### src/rtl/hazard_pkg.sv
// Shared constants and types for the load-use hazard scoreboard.
package hazard_pkg;

  localparam int REG_ADDR_W_DEF = 5;
  localparam int MEM_LAT_MIN    = 1;
  localparam int MEM_LAT_MAX    = 8;

  // addi x0, x0, 0: what a flushed IF/ID or a bubbled ID/EX ends up holding
  localparam logic [31:0] NOP_INSTR = 32'h0000_0013;

  // Pipeline control priority, highest value wins
  typedef enum logic [1:0] {
    PRI_NONE   = 2'd0,
    PRI_STALL  = 2'd1,
    PRI_FLUSH  = 2'd2,
    PRI_FREEZE = 2'd3
  } hz_pri_e;

  function automatic int busy_width(input int mem_lat);
    return $clog2(mem_lat) + 1;
  endfunction

endpackage

### src/rtl/hazard_busy_cnt.sv
// One register's pending-load countdown: reload on launch, count down while
// memory is ready, hold while the pipe is frozen.
module hazard_busy_cnt #(
  parameter int W        = 1,
  parameter int LOAD_VAL = 0
) (
  input  logic clk,
  input  logic reset,
  input  logic launch,
  input  logic hold,
  output logic busy
);

  logic [W-1:0] cnt_reg;
  logic [W-1:0] cnt_next;

  // A fresh launch overrides whatever was still counting down
  always_comb begin
    cnt_next = cnt_reg;
    if (launch) begin
      cnt_next = W'(LOAD_VAL);
    end else if (!hold && (cnt_reg != '0)) begin
      cnt_next = cnt_reg - W'(1);
    end
  end

  always_ff @(posedge clk) begin
    if (reset) begin
      cnt_reg <= '0;
    end else begin
      cnt_reg <= cnt_next;
    end
  end

  assign busy = (cnt_reg != '0);

endmodule

### src/rtl/hazard_scoreboard.sv
// Load-use hazard unit for a data memory with MEM_LAT cycles of load latency,
// arbitrating freeze, branch flush and load-use stall for the front end.
module hazard_scoreboard
  import hazard_pkg::*;
#(
  parameter int REG_ADDR_W = REG_ADDR_W_DEF,
  parameter int MEM_LAT    = 1,
  parameter int CNT_W      = 32
) (
  input  logic                  clk,
  input  logic                  reset,
  input  logic [REG_ADDR_W-1:0] if_id_Rs1,
  input  logic [REG_ADDR_W-1:0] if_id_Rs2,
  input  logic                  if_id_use_rs1,
  input  logic                  if_id_use_rs2,
  input  logic                  id_ex_MemRead,
  input  logic                  id_ex_RegWrite,
  input  logic [REG_ADDR_W-1:0] id_ex_Rd,
  input  logic                  ex_branch_taken,
  input  logic                  mem_busy,
  output logic                  pc_write,
  output logic                  if_id_write,
  output logic                  if_id_flush,
  output logic                  id_ex_bubble,
  output logic                  hazard_detected,
  output logic [CNT_W-1:0]      stall_cycles
);

  localparam int NUM_REGS = 2 ** REG_ADDR_W;
  localparam int LAT      = (MEM_LAT < MEM_LAT_MIN) ? MEM_LAT_MIN :
                            (MEM_LAT > MEM_LAT_MAX) ? MEM_LAT_MAX : MEM_LAT;
  localparam int BUSY_W   = busy_width(LAT);

  logic                launch;
  logic [NUM_REGS-1:0] busy_vec;
  logic                rs1_luh;
  logic                rs2_luh;
  logic                luh;
  hz_pri_e             pri;
  logic [CNT_W-1:0]    stall_cycles_reg;

  assign launch = id_ex_MemRead & id_ex_RegWrite & (id_ex_Rd != '0) & ~mem_busy;

  // x0 has no cell: it can never hold a pending load
  assign busy_vec[0] = 1'b0;

  generate
    for (genvar gi = 1; gi < NUM_REGS; gi++) begin : g_cell
      hazard_busy_cnt #(
        .W        (BUSY_W),
        .LOAD_VAL (LAT - 1)
      ) u_cell (
        .clk    (clk),
        .reset  (reset),
        .launch (launch && (id_ex_Rd == REG_ADDR_W'(gi))),
        .hold   (mem_busy),
        .busy   (busy_vec[gi])
      );
    end
  endgenerate

  // The load in EX itself (term A) covers the cycle before its cell is loaded
  always_comb begin
    rs1_luh = if_id_use_rs1 && (if_id_Rs1 != '0) &&
              ((launch && (id_ex_Rd == if_id_Rs1)) || busy_vec[if_id_Rs1]);
    rs2_luh = if_id_use_rs2 && (if_id_Rs2 != '0) &&
              ((launch && (id_ex_Rd == if_id_Rs2)) || busy_vec[if_id_Rs2]);
    luh     = rs1_luh | rs2_luh;
  end

  always_comb begin
    pri = PRI_NONE;
    if (mem_busy) begin
      pri = PRI_FREEZE;
    end else if (ex_branch_taken) begin
      pri = PRI_FLUSH;
    end else if (luh) begin
      pri = PRI_STALL;
    end
  end

  always_comb begin
    pc_write        = 1'b1;
    if_id_write     = 1'b1;
    if_id_flush     = 1'b0;
    id_ex_bubble    = 1'b0;
    hazard_detected = 1'b0;
    if (reset) begin
      pc_write     = 1'b0;
      if_id_write  = 1'b0;
      if_id_flush  = 1'b1;
      id_ex_bubble = 1'b1;
    end else begin
      case (pri)
        PRI_FREEZE: begin
          pc_write    = 1'b0;
          if_id_write = 1'b0;
        end
        PRI_FLUSH: begin
          if_id_flush  = 1'b1;
          id_ex_bubble = 1'b1;
        end
        PRI_STALL: begin
          pc_write        = 1'b0;
          if_id_write     = 1'b0;
          id_ex_bubble    = 1'b1;
          hazard_detected = 1'b1;
        end
        default: ;
      endcase
    end
  end

  always_ff @(posedge clk) begin
    if (reset) begin
      stall_cycles_reg <= '0;
    end else if ((pri == PRI_STALL) && (stall_cycles_reg != '1)) begin
      stall_cycles_reg <= stall_cycles_reg + CNT_W'(1);
    end
  end

  assign stall_cycles = stall_cycles_reg;

endmodule

### config.mk
export PLATFORM = sky130hd
export DESIGN_NAME = hazard_scoreboard
export DESIGN_NICKNAME = d
export VERILOG_FILES = /design/src/rtl/hazard_pkg.sv /design/src/rtl/hazard_busy_cnt.sv /design/src/rtl/hazard_scoreboard.sv
export SDC_FILE = /design/constraint.sdc
export NUM_CORES = 1
export LEC_CHECK = 0
export ABC_AREA = 1
export ABC_CLOCK_PERIOD_IN_PS = 6800
export CORE_ASPECT_RATIO = 0.7
export CORE_UTILIZATION = 40
export DETAILED_ROUTE_END_ITERATION = 10
export PLACE_DENSITY = 0.65
export SETUP_SLACK_MARGIN = 0.3
export SKIP_CTS_REPAIR_TIMING = 1
export SYNTH_ARGS = -nofsm -noshare
export SYNTH_HDL_FRONTEND = slang
export SYNTH_SLANG_ARGS = --single-unit
### constraint.sdc
create_clock -name clk -period 6.8 [get_ports clk]
set_clock_uncertainty 0.15 [all_clocks]
set_input_delay 1.36 -clock clk [delete_from_list [all_inputs] [get_ports clk]]
set_output_delay 1.36 -clock clk [all_outputs]
set_load 0.005 [all_outputs]
==> summary.md, run 1 <==
| Metric | Value |
|---|---|
| Rows | 28 |
| CTS Buffer Depth | 2 |
| CP Capture Type | output pin |
| Post-synthesis simple-gate area fraction | 0.4040 |
| # IOs | 60 |
| Fill count | 876 |
| Die X | ~120 µm |
| # DRC | 0 |
| Clk Latency, worst-skew pair | 0.33 ns |
| Final Cycle Share | 0.8680 |
| XOR/XNOR share of the synthesized area | 0.06138 |
| Placer Congestion | 0.9336 |
| Crit Path Class | input pin to output pin |
| Adder-cell area share of the yosys netlist | 0.01012 |
| Startpoint Class | input pin |
| Yosys reg bits | 63 |
| Fin. Hold Viols | 0 |
| Synth warnings | 0 |
| Die area | 9670 µm² |
| DR pass1 iterations | 5 |
| Max Cap Violations | 0 |
| Vias in the first global route | between 3,000 and 4,000 |
| M2 GR Usage | 0.2976 |
| Data arrival, critical path | roughly 4.4 ns |
| Leakage | between 1.5 and 2 nW |
| Synth cell types | 32 |
| Fin crit period | just under 6 ns |
| Status | complete, no violations |
| Gr usage total | 0.2423 |
| Routed vias | roughly 3,800 |
| WL/cell | approximately 14 µm |
| Die H | 82.58 µm |
| Routed Antenna Nets | 0 |
| 1st-iter DRT viols | 349 |
| CTS tree | done |
| Final slew viol count | 0 |
| Vias/cell | 4.997 |
| Slew at the pin closest to its max-slew limit | roughly 1.0 ns |
| Main combinational cell family by area after synthesis | simple AND/OR/NAND/NOR gates |
| Largest net degree at the start of global routing | 34 |
| Synth area leaders | dfxtp_1 34%, nand2_1 17%, nand3_1 8.5%, inv_1 7.5%, nor2_1 6.4% |
| Yosys top cell area share | 0.3400 |
| Routed wire length | approximately 11 mm |
| First-pass GRT wire length | 17.26 mm |
| Seq/Total Area, Yosys | 0.3400 |
| Max reg flops | 32 |
| Yosys top cell by area | dfxtp_1 |
| Synth Cell Area | between 3000 and 4000 µm² |
| CTS root buf | clkbuf_16 |
| RSZ-0062 raised after global routing | no |
| HPWL after DPL | between 8 and 9 mm |
| Worst min path class | register to register |
| CORE AREA | 8723 µm² |
| Share of layout cells above drive strength 1 | 0.06886 |
| H-Tree Depth | 3 |
| Fmax | 0.1694 GHz |
| Input/output buffers | 59 |
| Area grow syn2layout | 25.06% |
| CTS buffer count | 9 |
| Worst slew margin | 0.3119 |
| Routing usage on met1 | 0.3677 |
| Required time worst endpoint | 5.29 ns |
| Antenna violations before repair | 0 |
| Total clock sinks | 63 |
| Worst vdd ir | about 0.00013 V |
| Met3 Use GR | 0.09197 |
| Syn_area_per_cell | 6.342 µm² |
| # setup viols final | 0 |
| Fin Setup TNS | 0 ns |
| Final Power | 913.2 µW |
| Cell count after synthesis | 585 |
| Crit-path max FO | 18 |
| PD cells | ~200 nW/µm² |
| Reg clk slew, reported paths | roughly 0.05 ns |
| Post-route cell area | roughly 4600 µm² |
| Initial Util | 0.4253 |
| Syn nets | 611 |
| Total gr overflow | 0 |
| Most used routing layer | met1 |
| Synth Area in Compound Gates | 0.06813 |
| Area after DPL | 4342 µm² |
| Antenna diodes | 0 |
| Portion of netlist area occupied by mux cells | 0 |
| # nets final | 660 |
## placed cells by master (no fill, tap or decap), drive strengths merged
cell type / Yosys / final
a31oi: 2 / 2
nand3: 63 / 63
bufinv: 0 / 1
nand2: 174 / 174
nor2: 66 / 66
dfxtp: 63 / 63
clkinvlp: 0 / 2
o21ai: 14 / 14
clkbuf: 6 / 9
nand4: 10 / 10
nor3: 22 / 22
clkdlybuf4s50: 0 / 59
xnor2: 7 / 7
xor2: 19 / 19
inv: 84 / 85
nor4: 3 / 3
or2: 1 / 1
o21a: 1 / 1
buf: 16 / 1
ha: 3 / 3
o21bai: 2 / 2
and3: 1 / 1
a21oi: 28 / 28
clkinv: 0 / 3
## final timing paths
kind                            slack, ns                     to                   start  cells past startpoint
worst max-delay path                 0.90            if_id_flush            if_id_Rs2[0]                     17
worst min-delay path                 0.31  g_cell[7].u_cell.busy   g_cell[7].u_cell.busy                      2
worst max register to register       3.68       stall_cycles[10]  g_cell[19].u_cell.busy                     20
worst min register to register       0.31  g_cell[7].u_cell.busy   g_cell[7].u_cell.busy                      2
## worst max-delay path, stage by stage
cell	delay (ns)
clkdlybuf4s50_1	0.90
inv_2	0.28
nand2_1	0.13
nand3_1	0.09
nand3_1	0.11
nand3_1	0.08
nand2_1	0.09
nand2_1	0.05
nand3_1	0.07
nand2_1	0.05
nand2_1	0.07
nand2_1	0.06
nand2_1	0.11
inv_1	0.06
ha_1	0.18
or2_2	0.27
clkdlybuf4s50_1	0.46
## power breakdown
| part | total (mW) | internal, mW | switching (mW) |
|---|---|---|---|
| logic | 0.0846 | 0.0342 | 0.0504 |
| clock network | 0.457 | 0.284 | 0.173 |
| registers | 0.371 | 0.370 | 0.00141 |
## routing by layer
layer	vias to the layer above	routed length (µm)	part of all wire
li1	1937	-	-
met1	1703	5679	0.52
met2	145	4055	0.37
met3	8	1091	0.10
met4	0	87	0.0080
met5	-	0	0
## synth_stat cells (all sizes together)
| master | count |
|---|---|
| dfxtp | 63 |
| buf | 16 |
| nor3 | 22 |
| xnor2 | 7 |
| nand2 | 174 |
| o21a | 1 |
| nor4 | 3 |
| nand3 | 63 |
| a31oi | 2 |
| o21ai | 14 |
| o21bai | 2 |
| a21oi | 28 |
| inv | 84 |
| nor2 | 66 |
| and3 | 1 |
| clkbuf | 6 |
| xor2 | 19 |
| ha | 3 |
| nand4 | 10 |
| or2 | 1 |
## through the flow
step                instances  setup slack [ns]  hold slack (ns)  utilization
global placement          743             1.015           0.2984       0.4977
floorplan                 585             2.421           0.2722            -
finish                    759            0.8976           0.3094       0.5318
CTS                       759            0.9236           0.3067       0.5318
global route              759            0.6204           0.3378       0.5318
detailed placement        743            0.9299           0.2980       0.4977
## cell type report
class	instances	area (µm²)	area share
multi-input combinational	416	2017	0.4347
sequential	63	1261	0.2718
tap	120	150.1	0.03236
clock inverter	7	72.57	0.01564
inverter	84	315.3	0.06796
clock buffer	9	225.2	0.04854
timing repair buffer	60	598.1	0.1289
## logic make-up (layout without fill, tap and decap cells)
family / after synthesis / in the layout
compound gates: 47 / 47
xor+xnor: 26 / 26
fa+ha+maj: 3 / 3
buf+inv: 106 / 160
flops: 63 / 63
simple gates: 340 / 340
No activity file was read; power rests on OpenSTA's default activity.
==> run 2: changes to the inputs <==
- DONT_BUFFER_PORTS: unset -> 1
- PLACE_DENSITY: 0.65 -> 0.56
- SETUP_SLACK_MARGIN: 0.3 -> unset
==> run 2 against run 1 <==
Net effect: worst hold slack improved by 0.0062 ns; largest cell class unchanged; routed wire length fell by 3.1%; cell count fell by 7.9%; power fell by 2.6%; flip-flop and latch count did not move; sequential share of layout area rose by 3.9 points; non-clock buffer count fell by 60.
==> summary.md, run 2 (same netlist as run 1, synthesis figures left out) <==
| Metric | Value |
|---|---|
| Routed wire length | ~11 mm |
| CORE AREA | between 8000 and 9000 µm² |
| Die X | between 100 and 150 µm |
| Vias in the first global route | approximately 3,100 |
| # nets final | 600 |
| Hold depth | 2 |
| CTS buffer count | 9 |
| Area grow syn2layout | 9.241% |
| Max Cap Violations | 0 |
| CTS root buf | clkbuf_16 |
| Status | complete, no violations |
| CP Capture Type | output pin |
| Routed Antenna Nets | 0 |
| Worst hold endpoint | g_cell[24].u_cell.busy |
| # setup viols final | 0 |
| Data arrival, critical path | between 2 and 3 ns |
| Required time worst endpoint | between 5 and 6 ns |
| Total clock sinks | between 60 and 70 |
| Hold WS | 0.3156 ns |
| PD cells | 219.5 nW/µm² |
| Layout Cells excl Fill | roughly 700 |
| Share of layout cells above drive strength 1 | 0.07427 |
| CTS tree | done |
| Hold path start | g_cell[24].u_cell.busy |
| Initial Util | 0.4253 |
| Worst vdd ir | between 0.0001 and 0.00015 V |
| Rows | 28 |
| # IOs | 60 |
| Vias/cell | ~5.2 |
| Fin crit period | around 4.4 ns |
| Max reg flops | 32 |
| Routed vias | ~3,600 |
| Slew at the pin closest to its max-slew limit | about 1.0 ns |
| R2r startpoint | g_cell[21].u_cell.busy |
| Leakage | 1.631 nW |
| Die area | 9670 µm² |
| DR pass1 iterations | 5 |
| First-pass GRT wire length | 17.00 mm |
| Worst min path class | register to register |
| Largest net degree at the start of global routing | 34 |
| Fin. Hold Viols | 0 |
| Most frequent cells in the layout | 169 x nand2_1, 74 x inv_1, 63 x nor2_1, 63 x nand3_1, 63 x dfxtp_1 |
| Reg clk slew, reported paths | 0.05 ns |
| Crit-path max FO | 7 |
| Area after DPL | ~3700 µm² |
| Total gr overflow | 0 |
| Flop2flop setup slack | 3.70 ns |
| CTS Buffer Depth | 2 |
| Die H | around 83 µm |
| Worst Reg2Reg Path Length in Cells | 20 |
| Input/output buffers | 0 |
| FF-to-FF End | stall_cycles[10] |
| WL/cell | ~15 µm |
| Gr usage total | 0.2373 |
| Fmax | roughly 0.23 GHz |
| Final slew viol count | 0 |
| Worst slew margin | 0.3239 |
| Startpoint Class | input pin |
| Final Cycle Share | 0.6496 |
| 1st-iter DRT viols | 287 |
| Most common cell after layout, fill and taps aside | nand2_1 |
| HPWL after DPL | around 8.1 mm |
| Antenna violations before repair | 0 |
| RSZ-0062 raised after global routing | no |
| Fin Setup TNS | 0 ns |
| DP Cell Count | approximately 700 |
| Placer Congestion | 0.8861 |
| H-Tree Depth | 3 |
| Clk Latency, worst-skew pair | around 0.33 ns |
| Util after Layout | 0.4646 |
| # DRC | 0 |
| Antenna diodes | 0 |
| Post-route cell area | just over 4000 µm² |
| Fill count | roughly 960 |
| Crit Path Class | input pin to output pin |
==> run 2: cell count changes in the layout (fill, tap and decap cells not counted), sizes merged <==
cell           previous run  this run
clkbuf                    9        10
buf                       1         0
inv                      85        84
clkdlybuf4s50            59         0
clkinv                    3         2
clkinvlp                  2         3
==> run 2: per-stage QoR <==
stage          power (mW)  setup slack, ns
2_1_floorplan      0.4321            2.421
3_3_place_gp       0.4325            2.404
3_5_place_dp       0.4336            2.391
4_1_cts            0.8975            2.386
5_1_grt            0.9253            2.188
6_report           0.8897            2.383
==> run 2: worst max-delay path: stages <==
cell	delay [ns]
inv_1	0.17
nand3_1	0.12
nand2_1	0.10
nand2_1	0.05
nand2_1	0.06
inv_1	0.04
nand2_1	0.06
nand2_1	0.05
nand3_1	0.06
nand2_1	0.05
nand2_1	0.10
nand2_1	0.06
nand2_1	0.10
inv_1	0.05
ha_1	0.18
or2_2	0.28
==> run 2: cell type report <==
class	instances	area [µm²]	area share
inverters	84	315.3	0.07780
multi-input cells	416	2017	0.4977
clock inverters	6	70.07	0.01729
clock buffers	10	239.0	0.05897
flip-flops and latches	63	1261	0.3112
well taps	120	150.1	0.03705
==> run 2: routing by layer <==
layer | share of wire | global-route usage | wire [µm]
met4 | 0.0064 | 0.05316 | 68
met1 | 0.55 | 0.3813 | 5800
met3 | 0.090 | 0.06934 | 947
met5 | 0 | 0 | 0
met2 | 0.36 | 0.2923 | 3760
==> run 2: power by group <==
group / switching, mW / total (mW) / internal [mW]
Clock: 0.169 / 0.464 / 0.294
Combinational: 0.0355 / 0.0547 / 0.0192
Sequential: 0.00136 / 0.371 / 0.370
==> run 2: how the worst max path moves through the flow <==
stage                            start           to  slack [ns]
after floorplan           if_id_Rs1[0]  if_id_flush        2.42
after global placement    if_id_Rs1[1]  if_id_flush        2.40
after detailed placement  if_id_Rs1[1]  if_id_flush        2.39
after CTS                 if_id_Rs1[1]  if_id_flush        2.39
after global routing      if_id_Rs1[0]  if_id_flush        2.19
final                     if_id_Rs1[1]  if_id_flush        2.38
==> run 3: changes to the inputs <==
- ABC_CLOCK_PERIOD_IN_PS: 6800 -> 3900
- PLACE_DENSITY: 0.56 -> 0.58
- clock period: 6.8 -> 3.9 ns (I/O delays scaled with it)
==> run 3 against run 2 <==
Net effect: core utilization is 0.60 points higher; non-clock buffer count rose by 2; design area is 1.3% higher; clock-buffer cell count unchanged; combinational power grew 80%; first-iteration DRC count up 18%; clock power up 99%; setup slack worse by 1.8 ns; highest routed layer unchanged.
==> summary.md, run 3 (same netlist as run 1, synthesis figures left out) <==
| Metric | Value |
|---|---|
| Status | complete, no violations |
| Die H | between 80 and 90 µm |
| Clk Latency, worst-skew pair | 0.32 ns |
| Routed vias | between 3,000 and 4,000 |
| Final slew viol count | 0 |
| Routed wire length | about 10 mm |
| Share of layout cells above drive strength 1 | 0.07745 |
| CTS Buffer Depth | 2 |
| Placer Congestion | ~0.94 |
| CTS root buf | clkbuf_16 |
| Die X | ~120 µm |
| Reg clk slew, reported paths | 0.05 ns |
| Post-route cell area | a little over 4000 µm² |
| CTS buffer count | 9 |
| 1st-iter DRT viols | ~340 |
| # nets final | approximately 600 |
| Area after DPL | between 3000 and 4000 µm² |
| Fin crit period | 3.272 ns |
| Crit Path Class | input pin to output pin |
| WL/cell | approximately 15 µm |
| Crit-path most repeated cell | nand2_1 |
| Most used routing layer | met1 |
| CP Capture Type | output pin |
| Util after Layout | 0.4706 |
| Rows | 28 |
| Gr usage total | 0.2290 |
| CORE AREA | 8723 µm² |
| Max Cap Violations | 0 |
| Worst vdd ir | 0.0002639 V |
| Total clock sinks | between 60 and 70 |
| Leakage | roughly 1.7 nW |
| DR pass1 iterations | 5 |
| # IOs | 60 |
| Total gr overflow | 0 |
| First-pass GRT wire length | about 17 mm |
| Most frequent cells in the layout | 169 x nand2_1, 74 x inv_1, 63 x nor2_1, 63 x nand3_1, 63 x dfxtp_1 |
| CTS tree | done |
| Routed Antenna Nets | 0 |
| Data arrival, critical path | 2.34 ns |
| Antenna diodes | 0 |
| Most common cell after layout, fill and taps aside | nand2_1 |
| PD cells | roughly 410 nW/µm² |
| Met3 Use GR | 0.07007 |
| Register Area | between 1000 and 1500 µm² |
| Routing usage on met1 | 0.3718 |
| Max reg flops | 32 |
| Worst slew margin | 0.3310 |
| Input/output buffers | 0 |
| Vias in the first global route | roughly 3,200 |
| Antenna violations before repair | 0 |
| RSZ-0062 raised after global routing | no |
| Required time worst endpoint | 2.97 ns |
| Die area | 9670 µm² |
| Largest net degree at the start of global routing | 32 |
| Slowest CP cell | ha_1 |
| Fmax | between 0.3 and 0.4 GHz |
| Initial Util | 0.4253 |
| HPWL after DPL | just under 8 mm |
| Final Cycle Share | 0.8389 |
| Fill count | approximately 900 |
| # setup viols final | 0 |
| Critical-path cell list | inv_2 -> nand2_1 -> nand3_1 -> nand2_1 -> nand2_1 -> nand2_1 -> inv_1 -> nand2_1 -> nand2_1 -> nand3_1 -> nand2_1 -> nand2_1 -> nand2_1 -> nand2_1 -> ha_1 -> nand2_1 |
| Vias/cell | 5.144 |
| Crit-path max FO | 17 |
| Area grow syn2layout | 10.66% |
| H-Tree Depth | 3 |
| Startpoint Class | input pin |
| Area of the multi-input gates | between 2000 and 2500 µm² |
| Worst min path class | register to register |
| Layout Cells excl Fill | 701 |
| Fin. Hold Viols | 0 |
| Slew at the pin closest to its max-slew limit | 1.001 ns |
| # DRC | 0 |
| Crit-path max cell delay | roughly 0.31 ns |
| Fin Setup TNS | 0 ns |
| DP Cell Count | a little under 700 |
| M2 GR Usage | 0.2728 |
==> run 3: layer usage <==
layer	routed length, µm	vias up
met3	1202	13
met2	3532	165
met4	105	0
met5	0	-
met1	5449	1614
li1	-	1814
==> run 3: metrics by stage <==
| stage | power (mW) | hold slack, ns | setup slack, ns |
|---|---|---|---|
| 4_1_cts | 1.694 | 0.3129 | 0.6394 |
| 3_5_place_dp | 0.7581 | 0.3030 | 0.6531 |
| 5_1_grt | 1.741 | 0.3283 | 0.4712 |
| 2_1_floorplan | 0.7534 | 0.2722 | 0.6805 |
| 6_report | 1.671 | 0.3118 | 0.6283 |
| 3_3_place_gp | 0.7578 | 0.2961 | 0.6657 |
==> run 3: path summary, 6_finish.rpt <==
check,endpoint,depth (start not counted),slack (ns),startpoint
setup / recovery,id_ex_bubble,16,0.63,if_id_Rs1[0]
hold / removal,g_cell[15].u_cell.busy,2,0.31,g_cell[15].u_cell.busy
setup reg to reg,stall_cycles[12],20,1.29,g_cell[17].u_cell.busy
hold reg to reg,g_cell[15].u_cell.busy,2,0.31,g_cell[15].u_cell.busy
==> run 3: worst max-delay path, delay by kind of cell <==
family / cells / cell delay (ns)
simple gates: 13 / 1.01
fa+ha+maj: 1 / 0.31
buf+inv: 2 / 0.26
==> run 3: where the power goes <==
part | total, mW | leakage (nW) | internal [mW] | switching, mW
Clock | 0.925 | 0.168 | 0.639 | 0.286
Sequential | 0.647 | 0.507 | 0.645 | 0.00214
Combinational | 0.0983 | 0.993 | 0.0349 | 0.0634
Total | 1.67 | 1.67 | 1.32 | 0.352
==> run 3: final cells by class <==
type,instances,area share
sequential,63,0.3072
clock inverter,6,0.02621
multi-input combinational,416,0.4913
tap,120,0.03657
timing repair buffer,2,0.003657
clock buffer,10,0.05821
inverter,84,0.07681
